File: src/rtl/spin_encoder.sv
// spin_encoder: frame-ticked digital/mouse rotary angle accumulator with slow->fast ramp.
// Ports: clk, reset (sync, active-high); strobe (frame ref, rising edge = tick);
// plus/minus (digital rotate CW/CCW); fast (force fast step); mouse_en, mouse_x
// (signed delta), mouse_strobe (mouse valid); spin_angle (top accumulator bits);
// dir (last digital direction, 1 = plus); step_pulse (spin_angle just changed).
module spin_encoder #(
  parameter int ANGLE_W    = 4,
  parameter int FRAC_W     = 4,
  parameter int STEP_SLOW  = 4,
  parameter int STEP_FAST  = 16,
  parameter int RAMP_TICKS = 8
) (
  input  logic               clk,
  input  logic               reset,
  input  logic               strobe,
  input  logic               plus,
  input  logic               minus,
  input  logic               fast,
  input  logic               mouse_en,
  input  logic [8:0]         mouse_x,
  input  logic               mouse_strobe,
  output logic [ANGLE_W-1:0] spin_angle,
  output logic               dir,
  output logic               step_pulse
);
  localparam int AW = ANGLE_W + FRAC_W;
  localparam int CW = $clog2(RAMP_TICKS + 1);
  localparam logic [1:0] IDLE = 2'd0, RAMP = 2'd1, RUN = 2'd2;
  logic [AW-1:0] acc, acc_n, step, delta;
  logic [1:0] state, state_n;
  logic [CW-1:0] cnt, cnt_n;
  logic strobe_d, tick, pl, mi, go, same, dir_n;
  assign spin_angle = acc[AW-1:FRAC_W];
  always_comb begin
    tick    = strobe & ~strobe_d;
    pl      = plus & ~minus;
    mi      = minus & ~plus;
    go      = tick & (pl | mi);
    same    = (state != IDLE) && (pl == dir);
    step    = (state == RUN || fast) ? AW'(STEP_FAST) : AW'(STEP_SLOW);
    delta   = (mouse_strobe & mouse_en) ? AW'($signed(mouse_x)) : '0;
    acc_n   = acc + delta + (go ? (pl ? step : -step) : '0);
    dir_n   = go ? pl : dir;
    cnt_n   = go ? (same ? (state == RUN ? cnt : cnt + CW'(1)) : CW'(1)) : tick ? '0 : cnt;
    // A same-direction tick in RUN stays there; otherwise the ramp count decides.
    state_n = go ? (((state == RUN && same) || cnt_n == CW'(RAMP_TICKS)) ? RUN : RAMP)
                 : tick ? IDLE : state;
  end
  always_ff @(posedge clk) begin
    if (reset) begin
      acc        <= '0;
      dir        <= 1'b1;
      step_pulse <= 1'b0;
      state      <= IDLE;
      cnt        <= '0;
      strobe_d   <= 1'b1;
    end else begin
      acc        <= acc_n;
      dir        <= dir_n;
      step_pulse <= acc_n[AW-1:FRAC_W] != acc[AW-1:FRAC_W];
      state      <= state_n;
      cnt        <= cnt_n;
      strobe_d   <= strobe;
    end
  end
endmodule

File: config.mk
export PLATFORM = sky130hd
export DESIGN_NAME = spin_encoder
export DESIGN_NICKNAME = d
export VERILOG_FILES = /design/src/rtl/spin_encoder.sv
export SDC_FILE = /design/constraint.sdc
export NUM_CORES = 1
export LEC_CHECK = 0
export CAP_MARGIN = 20
export CORE_ASPECT_RATIO = 0.7
export CORE_UTILIZATION = 36
export CTS_BUF_LIST = sky130_fd_sc_hd__clkbuf_4
export CTS_CLUSTER_SIZE = 20
export DETAILED_ROUTE_END_ITERATION = 8
export DONT_BUFFER_PORTS = 1
export GPL_TIMING_DRIVEN = 0
export PLACE_DENSITY = 0.58
export SETUP_SLACK_MARGIN = 0.15
export SYNTH_ARGS = -nofsm -noshare
export SYNTH_HDL_FRONTEND = slang
export SYNTH_SLANG_ARGS = --single-unit
File: constraint.sdc
create_clock -name clk -period 4.9 [get_ports clk]
set_input_delay 0.98 -clock clk [delete_from_list [all_inputs] [get_ports clk]]
set_output_delay 0.98 -clock clk [all_outputs]
set_load 0.05 [all_outputs]
==> results of run 1 <==
[worst max-delay path, delay by kind of cell]
family,cells,cell delay [ns]
simple gates,2,0.38
compound gates,4,0.87
fa+ha+maj,3,1.23
buf+inv,1,0.02
xor+xnor,2,0.40
[state kept, by name, indices dropped and copies added, names as in the netlist]
| register | cells |
|---|---|
| cnt | 4 |
| state | 2 |
| step_pulse | 1 |
| strobe_d | 1 |
| acc | 8 |
| dir | 1 |
[final cells by class]
type	count	area, um^2
sequential	17	340
inverter	5	18.8
clock buffer	4	30.0
buffer	6	37.5
tap	38	47.5
multi-input combinational	105	822
fill	332	1890
[where the power goes]
group / leakage, nW / switching (mW) / internal (mW)
combinational: 0.423 / 0.0624 / 0.0480
sequential: 0.139 / 0.0195 / 0.150
clock: 0.0184 / 0.0463 / 0.0372
[layer usage]
layer,global-route usage,wire [um],up-vias
met1,0.237,1340,438
met3,0.0442,156,8
li1,-,-,474
met5,0,0,-
met4,0.0621,48,0
met2,0.200,967,33
[synthesized netlist by cell type (3+ instances only)]
cell      n  area (um^2)
xor2_1    4         35.0
and3_1    6         37.5
nor2b_1   6         37.5
ha_1     10          125
nor2_1   15         56.3
nand3_1   3         15.0
buf_4     4         30.0
nand2_1   4         15.0
o21ai_0   3         15.0
a21o_1    3         22.5
nor3_1    5         25.0
xnor2_1  10         87.6
dfxtp_1  17          340
fa_1      6          120
inv_1     5         18.8
a21oi_1   9         45.0
[through the flow]
step	utilization	total power [mW]	area [um^2]	hold slack (ns)	worst slack, ns
after floorplan	-	0.268	1220	0.457	1.11
after global placement	0.397	0.281	1270	0.488	0.873
after detailed placement	0.397	0.283	1270	0.480	0.890
after CTS	0.406	0.367	1300	0.511	1.20
after global routing	0.406	0.384	1300	0.544	0.938
final	0.406	0.363	1300	0.515	1.19
[how the worst max path moves through the flow]
stage	slack [ns]	to	cells past startpoint	start
6_report	1.19	step_pulse	12	minus
3_5_place_dp	0.89	step_pulse	12	minus
2_1_floorplan	1.11	step_pulse	12	minus
4_1_cts	1.20	step_pulse	12	minus
3_3_place_gp	0.87	step_pulse	12	minus
5_1_grt	0.94	step_pulse	12	minus
[logic make-up after synthesis]
family | Yosys count | share of synthesized area
adders and majority gates | 16 | 0.201
buffers and inverters | 11 | 0.0462
AOI/OAI and AO/OA | 28 | 0.155
DFF | 17 | 0.279
xor gates and xnor gates | 15 | 0.114
and+or+nand+nor | 46 | 0.204
==> results.sh, run 1 <==
export IMPL_cts_sink_count=17
export IMPL_path_class="in -> reg"
export IMPL_cts_buffers=3
export IMPL_synthArstFlopShare=0
export IMPL_cellLeakagePower_nw=0.581
export IMPL_clk_pin_slew_worst_paths_ns=0.11
export IMPL_post_dp_hpwl_um=1970
export IMPL_rr_worst_depth=12
export IMPL_drv_cap=0
export IMPL_cts_tree="built"
export IMPL_ys_flop_type="dfxtp_1"
export IMPL_diodes=0
export IMPL_slew_headroom=0.603
export IMPL_hold_start="state[1]"
export IMPL_cp_data_required_time_ns=5.07
export IMPL_ys_warn_count=0
export IMPL_die_area_um2=3630
export IMPL_grt_pass1_wl_um=4280
export IMPL_ioPinCount=23
export IMPL_hold_depth=1
export IMPL_fin_skew_ns=0.00706
export IMPL_cts_resized=0
export IMPL_ys_seq_area_frac=0.279
export IMPL_syn_inst=133
export IMPL_synth_edff_count=0
export IMPL_fmax_mhz=270
export IMPL_nets=171
export IMPL_first_pass_iters=4
export IMPL_hp_class="reg -> reg"
export IMPL_min_to="state[1]"
export IMPL_end_kind="register"
export IMPL_arrival_ns=3.88
export IMPL_rows=17
export IMPL_grt_max_degree=11
export IMPL_grt_usage=0.156
export IMPL_p_per_area_nw_per_um2=280
export IMPL_hold_violations=0
export IMPL_tightest_slew_ns=0.595
export IMPL_rr_startpoint="strobe_d"
export IMPL_gp_congestion=0.858
export IMPL_area_delta_synth_final_pct=6.37
export IMPL_drtAntennaViolNets=0
export IMPL_die_height_um=50.7
export IMPL_finalSetupViolations=0
export IMPL_dp_cells=171
export IMPL_cpPeakStageDelay_ns=0.45
export IMPL_yosysUniqueCellTypes=36
export IMPL_post_drt_wl_per_cell_um=14.4
export IMPL_drt_iter0_drc=35
export IMPL_min_period_ns=3.71
export IMPL_drv_slew=0
export IMPL_outcome="completed"
export IMPL_start_kind="input port"
export IMPL_peakVddDrop_uv=111
export IMPL_fin_crit_sh=0.757
export IMPL_final_cell_mix="dfxtp_1 (17), nor2_1 (15), xnor2_1 (10), ha_1 (10), a21oi_1 (9)"
export IMPL_syn_area_per_cell_um2=9.16
export IMPL_portBuffers=0
export IMPL_clock_latency_ns=0.30
export IMPL_drc=0
export IMPL_layout_commonest_cell="dfxtp_1"
export IMPL_syn_cell_area_um2=1220
export IMPL_clock_root_buffer="clkbuf_4"
export IMPL_cp_max_fo=6
export IMPL_cp_cell_sequence="inv_1 -> ha_1 -> nor2_1 -> a21boi_0 -> fa_1 -> ha_1 -> and2_1 -> a311o_1 -> a21oi_1 -> xor2_1 -> xor2_1 -> a41oi_1"
export IMPL_syn_nets=166
export IMPL_die_w_um=71.5
export IMPL_grt_pass1_vias=873
export IMPL_cpMaxStageDelayCell="fa_1"
export IMPL_grt_overflow=0
export IMPL_core_area_um2=3190
export IMPL_r2r_end="step_pulse"
export IMPL_antenna_found_initial=0
export IMPL_start_util=0.382
export IMPL_fin_tns_setup_ns=0
export IMPL_hold_buffers=0
export IMPL_viasPerCell=5.45
export IMPL_clock_path_buffers=2
export IMPL_rsz0062_at_grt="false"
export IMPL_stdcell_count=175
export IMPL_postCtsSetupBuffers=0
export IMPL_yosys_register_bits=17
export IMPL_r2r_slack_ns=1.60
export IMPL_drive_gt1_frac=0.0876
export IMPL_htreeDepth=1
export IMPL_wl_um=2510
export IMPL_via_count=953
Power figures use the tool's default switching activity.
==> run 2, diff against run 1 <==
--- a/config.mk
+++ b/config.mk
@@ -13,7 +13,7 @@
 export DETAILED_ROUTE_END_ITERATION = 8
 export DONT_BUFFER_PORTS = 1
 export GPL_TIMING_DRIVEN = 0
-export PLACE_DENSITY = 0.58
+export PLACE_DENSITY = 0.6
 export SETUP_SLACK_MARGIN = 0.15
 export SYNTH_ARGS = -nofsm -noshare
 export SYNTH_HDL_FRONTEND = slang
==> constraint.sdc (replaced) <==
create_clock -name clk -period 3.3 [get_ports clk]
set_input_delay 0.66 -clock clk [delete_from_list [all_inputs] [get_ports clk]]
set_output_delay 0.66 -clock clk [all_outputs]
set_load 0.05 [all_outputs]
==> run 2 against run 1 <==
  * Global-route usage increased by 0.45 points
  * Setup slack got worse by 0.88 ns
  * Cell count unchanged
  * Sequential power increased by 49%
  * Clock-buffer cell count is 1 lower
  * Utilization up 1.8 points
  * Via count grew 0.42%
  * Clock skew rose by 0.0087 ns
  * Die area is the same
  * Register-to-register slack got worse by 1.3 ns
  * Non-clock buffer count unchanged
  * Power is 51% higher
  * Largest power group unchanged
==> results.sh, run 2 (synthesis gave the netlist of run 1 again) <==
export IMPL_hold_violations=0
export IMPL_fin_ws_ns=0.314
export IMPL_core_area_um2=3190
export IMPL_grt_max_degree=11
export IMPL_post_dp_hpwl_um=1960
export IMPL_largest_register_ffs=8
export IMPL_end_kind="register"
export IMPL_grt_busiest_layer="met1"
export IMPL_fmax_mhz=335
export IMPL_arrival_ns=3.17
export IMPL_utilization=0.424
export IMPL_gp_congestion=0.781
export IMPL_wl_um=2510
export IMPL_met1_usage=0.231
export IMPL_die_height_um=50.7
export IMPL_via_count=957
export IMPL_die_area_um2=3630
export IMPL_cp_data_required_time_ns=3.48
export IMPL_stdcell_area_um2=1350
export IMPL_reg_largest_list="acc: 8 flops, cnt: 4 flops, state: 2 flops"
export IMPL_layout_commonest_cell="dfxtp_1"
export IMPL_clock_root_buffer="clkbuf_4"
export IMPL_stdcell_count=175
export IMPL_fin_tns_setup_ns=0
export IMPL_cts_buffers=3
export IMPL_dpl_cell_area_um2=1310
export IMPL_outcome="completed"
export IMPL_ioPinCount=23
export IMPL_drt_iter0_drc=46
export IMPL_htreeDepth=1
export IMPL_grt_usage=0.161
export IMPL_gr_usage_met2=0.224
export IMPL_fin_skew_ns=0.0158
export IMPL_drv_slew=0
export IMPL_cpPeakStageDelay_ns=0.55
export IMPL_drv_cap=0
export IMPL_clk_pin_slew_worst_paths_ns=0.12
export IMPL_clock_path_buffers=2
export IMPL_area_delta_synth_final_pct=11.0
export IMPL_die_w_um=71.5
export IMPL_rows=17
export IMPL_diodes=0
export IMPL_portBuffers=0
export IMPL_grt_overflow=0
export IMPL_regMostFlops="acc"
export IMPL_min_period_ns=2.99
export IMPL_post_drt_wl_per_cell_um=14.3
export IMPL_antenna_found_initial=0
export IMPL_finalSetupViolations=0
export IMPL_tightest_slew_ns=0.590
export IMPL_place_ws_ns=-0.0742
export IMPL_cts_sink_count=17
export IMPL_clock_latency_ns=0.31
export IMPL_hold_buffers=0
export IMPL_peakVddDrop_uv=201
export IMPL_dp_cells=171
export IMPL_slew_headroom=0.606
export IMPL_cpLargestDelayFamily="adder cells"
export IMPL_whs_ns=0.406
export IMPL_drtAntennaViolNets=0
export IMPL_cp_cell_sequence="inv_1 -> ha_4 -> nor2_4 -> a21boi_2 -> fa_1 -> ha_4 -> and2_1 -> a311o_1 -> a21oi_2 -> xor2_1 -> xor2_1 -> a41oi_1"
export IMPL_nets=171
export IMPL_first_pass_iters=4
export IMPL_drive_gt1_frac=0.175
export IMPL_final_cell_mix="dfxtp_1 (16), nor2_1 (14), xnor2_1 (10)"
export IMPL_viasPerCell=5.47
export IMPL_drc=0
export IMPL_cpMaxStageDelayCell="fa_1"
export IMPL_start_kind="input port"
export IMPL_rsz0062_at_grt="false"
export IMPL_grt_pass1_vias=909
export IMPL_p_per_area_nw_per_um2=407
export IMPL_fin_crit_sh=0.905
export IMPL_cellLeakagePower_nw=0.577
export IMPL_hp_class="in -> reg"
export IMPL_start_util=0.382
export IMPL_cp_max_fo=6
export IMPL_cts_tree="built"
export IMPL_path_class="in -> reg"
export IMPL_grt_pass1_wl_um=4400
export IMPL_globalRouteMet3Util=0.0542
export IMPL_power_mw=0.550
export IMPL_crit_buf_inv=1
## run 2: changes by cell type in the layout (fill, tap and decap cells not counted), sizes merged
cell	before	now
buf	4	5
clkbuf	6	4
clkinv	0	1
## run 2: area by class of cell
type,count,area (um^2)
fillers,304,1840
multi-input cells,105,878
flip-flops and latches,17,342
well taps,38,47.5
plain buffers,6,38.8
clock buffers,3,22.5
inverters,5,18.8
clock inverters,1,5.00
## run 2: worst reg2reg max path, cell delays in order (launching register included)
cell and delay, ns:
dfxtp_1 0.33, nand2b_1 0.13, buf_2 0.19, nor2_4 0.14
a21boi_2 0.18, fa_1 0.47, ha_4 0.26, and2_1 0.14
a311o_1 0.34, a21oi_2 0.15, xor2_1 0.24, xor2_1 0.18
a41oi_1 0.12
## run 2: worst paths after layout
| kind | from | endpoint | slack (ns) | cells after the start |
|---|---|---|---|---|
| setup / recovery | minus | step_pulse | 0.31 | 12 |
| hold reg to reg | state[1] | state[1] | 0.52 | 1 |
| setup reg to reg | strobe_d | step_pulse | 0.33 | 12 |
| hold / removal | reset | acc[7] | 0.41 | 1 |
## run 2: repair_timing
item / in CTS / in global routing
gates resized for setup: 0 / 5
endpoints found under the setup margin: 0 / 1
buffers inserted: 0 / 0
## run 2: routing by layer
metal,wire (um),part of all wire
met5,0,0
met2,1010,0.40
met1,1290,0.51
met4,22,0.0088
met3,183,0.073
## run 2: power breakdown
part | switching (mW) | total (mW) | leakage (nW) | internal [mW]
combinational | 0.0987 | 0.178 | 0.420 | 0.0797
sequential | 0.0287 | 0.251 | 0.140 | 0.223
clock | 0.0753 | 0.120 | 0.0177 | 0.0452
total | 0.203 | 0.550 | 0.577 | 0.348
==> run 3, diff against run 2 <==
--- a/config.mk
+++ b/config.mk
@@ -14,7 +14,7 @@
 export DONT_BUFFER_PORTS = 1
 export GPL_TIMING_DRIVEN = 0
 export PLACE_DENSITY = 0.6
-export SETUP_SLACK_MARGIN = 0.15
+export SETUP_SLACK_MARGIN = 0.02
 export SYNTH_ARGS = -nofsm -noshare
 export SYNTH_HDL_FRONTEND = slang
 export SYNTH_SLANG_ARGS = --single-unit
==> run 3 against run 2 <==
  * Flip-flop and latch count unchanged
  * Clock-buffer cell count is the same
  * Combinational power is 2% lower
  * Power is 2.7% lower
  * Cell area down 2.3%
  * Routed wire length is 1.8% lower
  * Via count down 2.7%
  * Largest power group unchanged
  * Highest routed layer unchanged
==> results.sh, run 3 (synthesis gave the netlist of run 1 again) <==
export IMPL_cts_buffers=3
export IMPL_p_switching_mw=0.190
export IMPL_drive_gt1_frac=0.140
export IMPL_r2r_end="step_pulse"
export IMPL_grt_overflow=0
export IMPL_fmax_mhz=313
export IMPL_grt_usage=0.150
export IMPL_hold_buffers=0
export IMPL_rows=17
export IMPL_hold_violations=0
export IMPL_pwr_share_clk=0.205
export IMPL_min_to="acc[7]"
export IMPL_final_cell_mix="dfxtp_1 (17), nor2_1 (14), xnor2_1 (10)"
export IMPL_post_dp_hpwl_um=2030
export IMPL_drv_slew=0
export IMPL_hold_depth=1
export IMPL_regMostFlops="acc"
export IMPL_cp_data_required_time_ns=3.46
export IMPL_viasPerCell=5.35
export IMPL_p_sw_frac=0.356
export IMPL_hp_class="in -> reg"
export IMPL_portBuffers=0
export IMPL_ioPinCount=23
export IMPL_outcome="completed"
export IMPL_cts_tree="built"
export IMPL_hold_start="reset"
export IMPL_antenna_found_initial=0
export IMPL_clock_latency_ns=0.29
export IMPL_drt_iter0_drc=61
export IMPL_worstSetupStartpoint="minus"
export IMPL_power_mw=0.535
export IMPL_drc=0
export IMPL_fin_crit_sh=0.968
export IMPL_pwr_share_comb=0.325
export IMPL_p_per_area_nw_per_um2=405
export IMPL_die_height_um=50.7
export IMPL_grt_pass1_wl_um=4020
export IMPL_min_period_ns=3.19
export IMPL_htreeDepth=1
export IMPL_rr_startpoint="strobe_d"
export IMPL_first_pass_iters=4
export IMPL_wl_um=2460
export IMPL_cts_resized=0
export IMPL_clk_pin_slew_worst_paths_ns=0.10
export IMPL_cellInternalPower_mw=0.345
export IMPL_grt_max_degree=11
export IMPL_core_area_um2=3190
export IMPL_start_util=0.382
export IMPL_cp_max_fo=6
export IMPL_drv_cap=0
export IMPL_die_area_um2=3630
export IMPL_via_count=931
export IMPL_drtAntennaViolNets=0
export IMPL_diodes=0
export IMPL_area_delta_synth_final_pct=8.42
export IMPL_fin_skew_ns=0.0104
export IMPL_rsz0062_at_grt="false"
export IMPL_dp_cells=171
export IMPL_gp_congestion=0.768
export IMPL_cts_sink_count=17
export IMPL_tightest_slew_ns=0.605
export IMPL_rr_worst_depth=12
export IMPL_reg_largest_list="acc: 8 flops, cnt: 4 flops, state: 2 flops"
export IMPL_die_w_um=71.5
export IMPL_post_drt_wl_per_cell_um=14.2
export IMPL_end_kind="register"
export IMPL_layout_commonest_cell="dfxtp_1"
export IMPL_r2r_slack_ns=0.23
export IMPL_clock_path_buffers=2
export IMPL_largest_register_ffs=8
export IMPL_finalSetupViolations=0
export IMPL_arrival_ns=3.36
export IMPL_cellLeakagePower_nw=0.576
export IMPL_stdcell_count=174
export IMPL_peakVddDrop_uv=156
export IMPL_p_seq_frac=0.470
export IMPL_start_kind="input port"
export IMPL_path_class="in -> reg"
export IMPL_postCtsSetupBuffers=0
export IMPL_nets=170
export IMPL_clock_root_buffer="clkbuf_4"
export IMPL_grt_pass1_vias=883
export IMPL_slew_headroom=0.596
[run 3: worst max path at each step]
stage                       endpoint  slack (ns)  cells after the start
final                     step_pulse        0.11                     13
after global routing      step_pulse        0.04                     13
after CTS                 step_pulse        0.11                     13
after detailed placement  step_pulse       -0.22                     13
after global placement    step_pulse       -0.19                     13
after floorplan           step_pulse        0.02                     13
[run 3: final cells by class]
cell class / count / area, um^2
Inverter: 5 / 18.8
Sequential cell: 17 / 340
Buffer: 5 / 33.8
Fill cell: 309 / 1870
Clock buffer: 3 / 22.5
Clock inverter: 1 / 5.00
Multi-Input combinational cell: 105 / 853
Tap cell: 38 / 47.5
[run 3: power by group through the flow]
stage / clock network, mW / logic (mW) / registers (mW)
5_1_grt: 0.130 / 0.190 / 0.255
3_3_place_gp: 0 / 0.168 / 0.256
3_5_place_dp: 0 / 0.172 / 0.257
2_1_floorplan: 0 / 0.152 / 0.253
4_1_cts: 0.120 / 0.173 / 0.252
6_report: 0.110 / 0.174 / 0.251
[run 3: through the flow]
stage	hold slack (ns)	TNS (ns)	util	worst slack, ns	instance area (um^2)
6_report	0.423	0	0.414	0.106	1320
4_1_cts	0.400	0	0.411	0.113	1310
3_5_place_dp	0.501	-0.221	0.402	-0.220	1280
3_3_place_gp	0.475	-0.192	0.402	-0.192	1280
2_1_floorplan	0.457	0	-	0.0218	1240
5_1_grt	0.390	0	0.414	0.0446	1320
[run 3: layer usage]
metal,vias to the layer above,share of wire,GRT usage
met2,38,0.41,0.217
met1,415,0.50,0.210
li1,474,-,-
met5,-,0,0
met3,4,0.073,0.0522
met4,0,0.015,0.0392
[run 3: critical path, stage by stage]
cell and delay, ns:
inv_1 0.04, ha_2 0.32, nor2_2 0.15, nand2_1 0.11, fa_1 0.49, inv_1 0.07
ha_1 0.29, a21o_1 0.17, a311o_1 0.37, a21oi_2 0.18, xor2_1 0.22, xor2_1 0.17
a41oi_1 0.12
